`src/rtl/barrel_rotate_amount_finder_pkg.sv`:
```
// ---------------------------------------------------------------------------
// barrel_pkg
// Constants and types shared by the barrel rotator family. The direction
// encodings are the same ones the rotator and its bench use, so a direction
// bit can be passed between the blocks unchanged.
// ---------------------------------------------------------------------------
package barrel_pkg;

   localparam logic ROTATE_LEFT  = 1'b0;
   localparam logic ROTATE_RIGHT = 1'b1;

   typedef enum logic [1:0] {
      IDLE   = 2'd0,
      SEARCH = 2'd1,
      DONE   = 2'd2
   } state_t;

endpackage

```
`src/rtl/barrel_rotate_amount_finder_if.sv`:
```
// ---------------------------------------------------------------------------
// barrel_rotate_amount_finder_if
// Request/result bundle of the rotate-amount finder.
//   start   : request strobe, honoured only while the finder is idle
//   data    : original (unrotated) word
//   rotated : rotated word to match against
//   dir_lr  : ROTATE_LEFT / ROTATE_RIGHT
//   busy    : search in progress
//   done    : one-cycle result strobe
//   found   : a matching amount exists
//   amt     : smallest matching amount (0 when not found)
// master = requester, slave = finder.
// ---------------------------------------------------------------------------
interface barrel_rotate_amount_finder_if #(
   parameter int WIDTH = 8,
   parameter int AMT_W = $clog2(WIDTH)
);
   logic             start;
   logic [WIDTH-1:0] data;
   logic [WIDTH-1:0] rotated;
   logic             dir_lr;
   logic             busy;
   logic             done;
   logic             found;
   logic [AMT_W-1:0] amt;

   modport master (
      output start, data, rotated, dir_lr,
      input  busy, done, found, amt
   );

   modport slave (
      input  start, data, rotated, dir_lr,
      output busy, done, found, amt
   );
endinterface

```
`src/rtl/barrel_rotate_amount_finder_rotate_by_one.sv`:
```
// ---------------------------------------------------------------------------
// rotate_by_one
// Combinational single-bit rotate in either direction.
//   i_data : word to rotate
//   i_dir  : ROTATE_LEFT / ROTATE_RIGHT
//   o_data : i_data rotated by one position
// ---------------------------------------------------------------------------
module rotate_by_one
   import barrel_pkg::*;
#(
   parameter int WIDTH = 8
) (
   input  logic [WIDTH-1:0] i_data,
   input  logic             i_dir,
   output logic [WIDTH-1:0] o_data
);

   // One-position rotate; the MSB wraps to bit 0 on a left rotate and
   // bit 0 wraps to the MSB on a right rotate.
   always_comb begin
      o_data = i_data;
      case (i_dir)
         ROTATE_LEFT:  o_data = {i_data[WIDTH-2:0], i_data[WIDTH-1]};
         ROTATE_RIGHT: o_data = {i_data[0], i_data[WIDTH-1:1]};
         default:      o_data = i_data;
      endcase
   end

endmodule

```
`src/rtl/barrel_rotate_amount_finder.sv`:
```
// ---------------------------------------------------------------------------
// barrel_rotate_amount_finder
// Finds the smallest amount by which `data` must be rotated in direction
// `dir_lr` to equal `rotated`. The candidate is rotated one bit per cycle
// and compared against the target, so an amount k is reported k+1 cycles
// after the request and a miss after WIDTH cycles.
//   clk   : rising-edge clock
//   reset : synchronous active-high reset, aborts any search
//   bus   : request/result bundle (slave side)
// All outputs come straight from registers.
// ---------------------------------------------------------------------------
module barrel_rotate_amount_finder
   import barrel_pkg::*;
#(
   parameter int WIDTH = 8,
   parameter int AMT_W = $clog2(WIDTH)
) (
   input  logic                          clk,
   input  logic                          reset,
   barrel_rotate_amount_finder_if.slave  bus
);

   state_t           r_state;
   logic [WIDTH-1:0] r_cand;
   logic [WIDTH-1:0] r_tgt;
   logic             r_dir;
   logic [AMT_W-1:0] r_cnt;
   logic             r_busy;
   logic             r_done;
   logic             r_found;
   logic [AMT_W-1:0] r_amt;
   logic [WIDTH-1:0] w_cand_next;

   rotate_by_one #(.WIDTH(WIDTH)) u_rot (
      .i_data (r_cand),
      .i_dir  (r_dir),
      .o_data (w_cand_next)
   );

   // Search controller: accepts a request in IDLE, steps the candidate in
   // SEARCH until it matches or every amount has been tried, then spends
   // one cycle in DONE presenting the result strobe.
   always_ff @(posedge clk) begin
      if (reset) begin
         r_state <= IDLE;
         r_cand  <= '0;
         r_tgt   <= '0;
         r_dir   <= ROTATE_LEFT;
         r_cnt   <= '0;
         r_busy  <= 1'b0;
         r_done  <= 1'b0;
         r_found <= 1'b0;
         r_amt   <= '0;
      end else begin
         case (r_state)
            IDLE: begin
               r_done <= 1'b0;
               if (bus.start) begin
                  r_cand  <= bus.data;
                  r_tgt   <= bus.rotated;
                  r_dir   <= bus.dir_lr;
                  r_cnt   <= '0;
                  r_busy  <= 1'b1;
                  r_found <= 1'b0;
                  r_amt   <= '0;
                  r_state <= SEARCH;
               end else begin
                  r_busy  <= 1'b0;
               end
            end
            SEARCH: begin
               // The compare runs before the rotate, so the first amount
               // tried is 0 and the smallest amount is always the one found.
               if (r_cand == r_tgt) begin
                  r_found <= 1'b1;
                  r_amt   <= r_cnt;
                  r_done  <= 1'b1;
                  r_state <= DONE;
               end else if (r_cnt == AMT_W'(WIDTH - 1)) begin
                  r_found <= 1'b0;
                  r_amt   <= '0;
                  r_done  <= 1'b1;
                  r_state <= DONE;
               end else begin
                  r_cand  <= w_cand_next;
                  r_cnt   <= r_cnt + AMT_W'(1);
               end
            end
            DONE: begin
               // Result stays on found/amt; start is not looked at here.
               r_done  <= 1'b0;
               r_busy  <= 1'b0;
               r_state <= IDLE;
            end
            default: begin
               r_done  <= 1'b0;
               r_busy  <= 1'b0;
               r_state <= IDLE;
            end
         endcase
      end
   end

   assign bus.busy  = r_busy;
   assign bus.done  = r_done;
   assign bus.found = r_found;
   assign bus.amt   = r_amt;

endmodule

```
`src/flat_wrapper.sv`:
```
// flat-port wrapper written by rule: the top's interface ports become plain ports
module barrel_rotate_amount_finder_flat import barrel_pkg::*;
#(
   parameter int WIDTH = 8,
   parameter int AMT_W = $clog2(WIDTH)
)
  (clk, reset, bus_start, bus_data, bus_rotated, bus_dir_lr, bus_busy, bus_done, bus_found, bus_amt);
  barrel_rotate_amount_finder_if #(.WIDTH(WIDTH), .AMT_W(AMT_W)) bus_i ();
  input  logic clk;
  input  logic reset;
  input wire logic [$bits(bus_i.start)-1:0] bus_start;
  input wire logic [$bits(bus_i.data)-1:0] bus_data;
  input wire logic [$bits(bus_i.rotated)-1:0] bus_rotated;
  input wire logic [$bits(bus_i.dir_lr)-1:0] bus_dir_lr;
  output wire logic [$bits(bus_i.busy)-1:0] bus_busy;
  output wire logic [$bits(bus_i.done)-1:0] bus_done;
  output wire logic [$bits(bus_i.found)-1:0] bus_found;
  output wire logic [$bits(bus_i.amt)-1:0] bus_amt;
  assign bus_i.start = bus_start;
  assign bus_i.data = bus_data;
  assign bus_i.rotated = bus_rotated;
  assign bus_i.dir_lr = bus_dir_lr;
  assign bus_busy = bus_i.busy;
  assign bus_done = bus_i.done;
  assign bus_found = bus_i.found;
  assign bus_amt = bus_i.amt;
  barrel_rotate_amount_finder #(.WIDTH(WIDTH), .AMT_W(AMT_W)) u_core (.clk(clk), .reset(reset), .bus(bus_i));
endmodule
```
`config.mk`:
```
export PLATFORM = sky130hd
export DESIGN_NAME = barrel_rotate_amount_finder_flat
export DESIGN_NICKNAME = d
export VERILOG_FILES = /design/src/rtl/barrel_rotate_amount_finder_pkg.sv /design/src/rtl/barrel_rotate_amount_finder_if.sv /design/src/rtl/barrel_rotate_amount_finder_rotate_by_one.sv /design/src/rtl/barrel_rotate_amount_finder.sv /design/src/flat_wrapper.sv
export SDC_FILE = /design/constraint.sdc
export NUM_CORES = 1
export LEC_CHECK = 0
export ABC_AREA = 1
export BUFFER_PORTS_ARGS = -buffer_cell sky130_fd_sc_hd__buf_2
export CORE_MARGIN = 5
export CORE_UTILIZATION = 45
export CTS_BUF_LIST = sky130_fd_sc_hd__clkbuf_8
export DETAILED_ROUTE_END_ITERATION = 12
export GPL_TIMING_DRIVEN = 0
export HOLD_SLACK_MARGIN = 0.03
export PLACE_DENSITY_LB_ADDON = 0.2
export SETUP_SLACK_MARGIN = 0.1
export SLEW_MARGIN = 20
export SYNTH_ARGS = -nofsm -noshare
export SYNTH_HDL_FRONTEND = slang
export SYNTH_SLANG_ARGS = --single-unit
```
`constraint.sdc`:
```
create_clock -name clk -period 1.45 [get_ports clk]
set_clock_uncertainty 0.15 [all_clocks]
set_input_delay 0.0725 -clock clk [delete_from_list [all_inputs] [get_ports clk]]
set_output_delay 0.0725 -clock clk [all_outputs]
set_load 0.01 [all_outputs]
```
==> results.yml <==
critical_path:
  ff2ff_path_depth: 9
  critPathCaptureType: "flip-flop"
  cp.arrival_ns: 1.64
  worst_ep_required_time_ns: 1.52
  r2r_start: "u_core.r_cand[3]"
  cp-start-kind: "flip-flop"
  reg2reg_slack_ns: -0.12
  crit_type: "flip-flop to flip-flop"
  rr_endpoint: "u_core.r_cnt[1]"
  critPathMaxFanout: 3
clock_tree:
  cts_buffers: 3
  clock_path_buffers: 2
  h-tree-depth: 1
  cts_tree: "yes"
  cts_root_buffer: "clkbuf_8"
  clkLatencyLatePin_ns: 0.28
  numClockSinks: 28
  cts.clk_slew.worst_paths_ns: 0.10
logic_synthesis:
  ys_ff_latch: 28
  synth.distinct_cells: 22
  synth_area_um2: 1410
  yosys-top-cells-area: "dfxtp_1 40%, nand2_1 13%, a21oi_1 8.5%"
  yosysMostFrequentCell: "nand2_1"
  synth_edf_count: 0
  yosys-top-cells-count: "48 x nand2_1, 28 x dfxtp_1, 24 x a21oi_1, 20 x nor2_1, 15 x inv_1"
  yosys.area.top_type_share_pct: 39.6
  synth_largest_area_cell: "dfxtp_1"
  ys.flop_type: "dfxtp_1"
  yosys_warnings: 0
  ys_seq_area_share_pct: 39.6
  syn_nets: 214
  avgSynthCellArea_um2: 7.36
  synth-async-reset-ratio_pct: 0
  netlist_instances: 192
die:
  ios: 26
  die_w_um: 66.1
  dieArea_um2: 4360
  coreArea_um2: 3030
  die_h_um: 66.1
  rows: 20
  initial_utilization_pct: 46.7
global_routing:
  grt_usage_pct: 19.0
  overflow: 0
  grt_pass1_vias: 1459
  grt_pass1_wl_um: 6490
  antenna_found_initial: 0
  grt_max_degree: 17
route:
  vias: 1485
  drt_iter0_drc: 141
  firstDrtPassIters: 4
  wl_per_cell_um: 13.2
  drcViolationCount: 0
  viasPerCell: 4.93
  ant_nets: 0
  routed_wirelength_um: 3960
hold_path:
  min_to: "u_core.r_tgt[3]"
  hold_class: "input port to flip-flop"
  min_delay_path_depth: 5
  min_from: "bus_start"
run_status:
  failed_checks: "negative setup slack"
  status: "finished, violations left"
power:
  p_leak_nw: 0.946
  pwr-share-comb_pct: 35.7
  switching_share_pct: 32.3
  pwr-share-clk_pct: 25.7
  power_per_cell_area_nw_per_um2: 1100
  p_switching_uw: 791
  peakVddDrop_v: 0.000727
  intPower_mw: 1.66
  seqPwrFrac_pct: 38.6
timing:
  slew_violations: 0
  post-route-period-util_pct: 109
  setup_violations: 17
  rsz0062_at_grt: "true"
  fmax_ghz: 0.635
  hold_viol: 0
  fin_ws_ns: -0.124
  worst_slew_pin_slew_ns: 0.492
  min_period_ns: 1.57
  relSlewSlack_pct: 67.2
cells_and_area:
  layout-drive-gt1-share_pct: 42.8
  nets: 280
  multi_input_area_um2: 880
  register_area_um2: 577
  fin_util_pct: 73.6
  fillers: 210
  antenna_cells: 0
  area_growth_pct: 57.7
placed_design:
  gp_congestion: 0.794
  io_buffers: 24
  pre_cts_slack_ns: -0.143
  place_hpwl_um: 2250
job:
  maxCapViolCount: 0
==> power by group through the flow <==
stage / combinational, mW / sequential, mW / clock [mW]
after CTS: 0.807 / 0.939 / 0.632
after global routing: 0.961 / 0.955 / 0.671
after global placement: 0.550 / 0.948 / 0
after floorplan: 0.444 / 0.935 / 0
after detailed placement: 0.557 / 0.949 / 0
final: 0.875 / 0.945 / 0.629
==> through the flow <==
step / power (mW) / std cells / cell area, µm² / hold WS (ns) / setup TNS [ns]
finish: 2.45 / 301 / 2230 / 0.142 / -1.47
global route: 2.59 / 301 / 2230 / 0.199 / -3.68
CTS: 2.38 / 299 / 2150 / 0.144 / -1.02
detailed placement: 1.51 / 260 / 1610 / 0.148 / -1.80
global placement: 1.50 / 260 / 1610 / 0.147 / -1.54
floorplan: 1.38 / 192 / 1440 / 0.0574 / 0
==> layout make-up <==
class | count | area share, %
well taps | 44 | 2.47
clock buffers | 3 | 1.85
repair buffers | 61 | 23.0
clock inverters | 1 | 1.35
multi-input cells | 139 | 39.5
plain buffers | 7 | 2.53
inverters | 18 | 3.54
flip-flops and latches | 28 | 25.9
==> per-layer routing <==
layer,track usage [%],vias up,wire [µm]
met5,0,-,0
met4,5.08,0,76
met3,4.42,9,260
met2,33.8,54,1990
met1,22.9,677,1640
li1,-,745,-
==> flip-flops by register name, indices dropped and copies added (netlist names) <==
name / cells
u_core.r_cand: 8
u_core.r_tgt: 8
u_core.bus.amt: 3
u_core.r_cnt: 3
u_core.r_state: 2
u_core.bus.busy: 1
u_core.bus.done: 1
u_core.bus.found: 1
u_core.r_dir: 1
==> timing repair <==
item,CTS,global route
buffers inserted,14,2
pin swaps,14,6
resized for setup,42,17
hold buffers,19,0
hold endpoints to repair,24,0
cloned,2,0
endpoints found under the setup margin,25,28
==> layout by cell type (no fill, tap or decap), drive strengths merged <==
cell,instances
nor3,1
clkbuf,7
clkinv,1
dlygate4sd3,19
buf,45
a21oi,24
o21ai,9
inv,16
xnor2,5
nor2,35
clkinvlp,1
ha,2
dfxtp,28
a22oi,8
nand2,51
bufinv,1
nand3,4
==> kinds of logic after synthesis <==
kind of cell,share of synthesized area (%)
compound gates,15.9
xor+xnor,3.10
fa+ha+maj,1.77
buf+inv,8.41
flops,39.6
simple gates,31.2
==> worst max-delay path by stage <==
stage,startpoint,slack (ns),endpoint
after floorplan,u_core.r_cand[3],0.02,u_core.r_cand[2]
after CTS,u_core.r_cnt[0],-0.09,u_core.r_state[0]
final,u_core.r_cand[3],-0.12,u_core.r_cnt[1]
after global placement,u_core.r_cand[5],-0.12,u_core.r_cnt[1]
after global routing,u_core.r_tgt[1],-0.22,u_core.r_cnt[2]
after detailed placement,u_core.r_cand[4],-0.14,u_core.r_cand[0]
==> critical path: stages, from the launching register on <==
cell	delay [ns]
dfxtp_2	0.36
xnor2_2	0.16
nand2_1	0.08
nor2_2	0.15
nand2_4	0.09
nand2_8	0.08
buf_6	0.11
buf_6	0.10
nand3_2	0.09
a21oi_2	0.13
No activity file was read; power rests on OpenSTA's default activity.
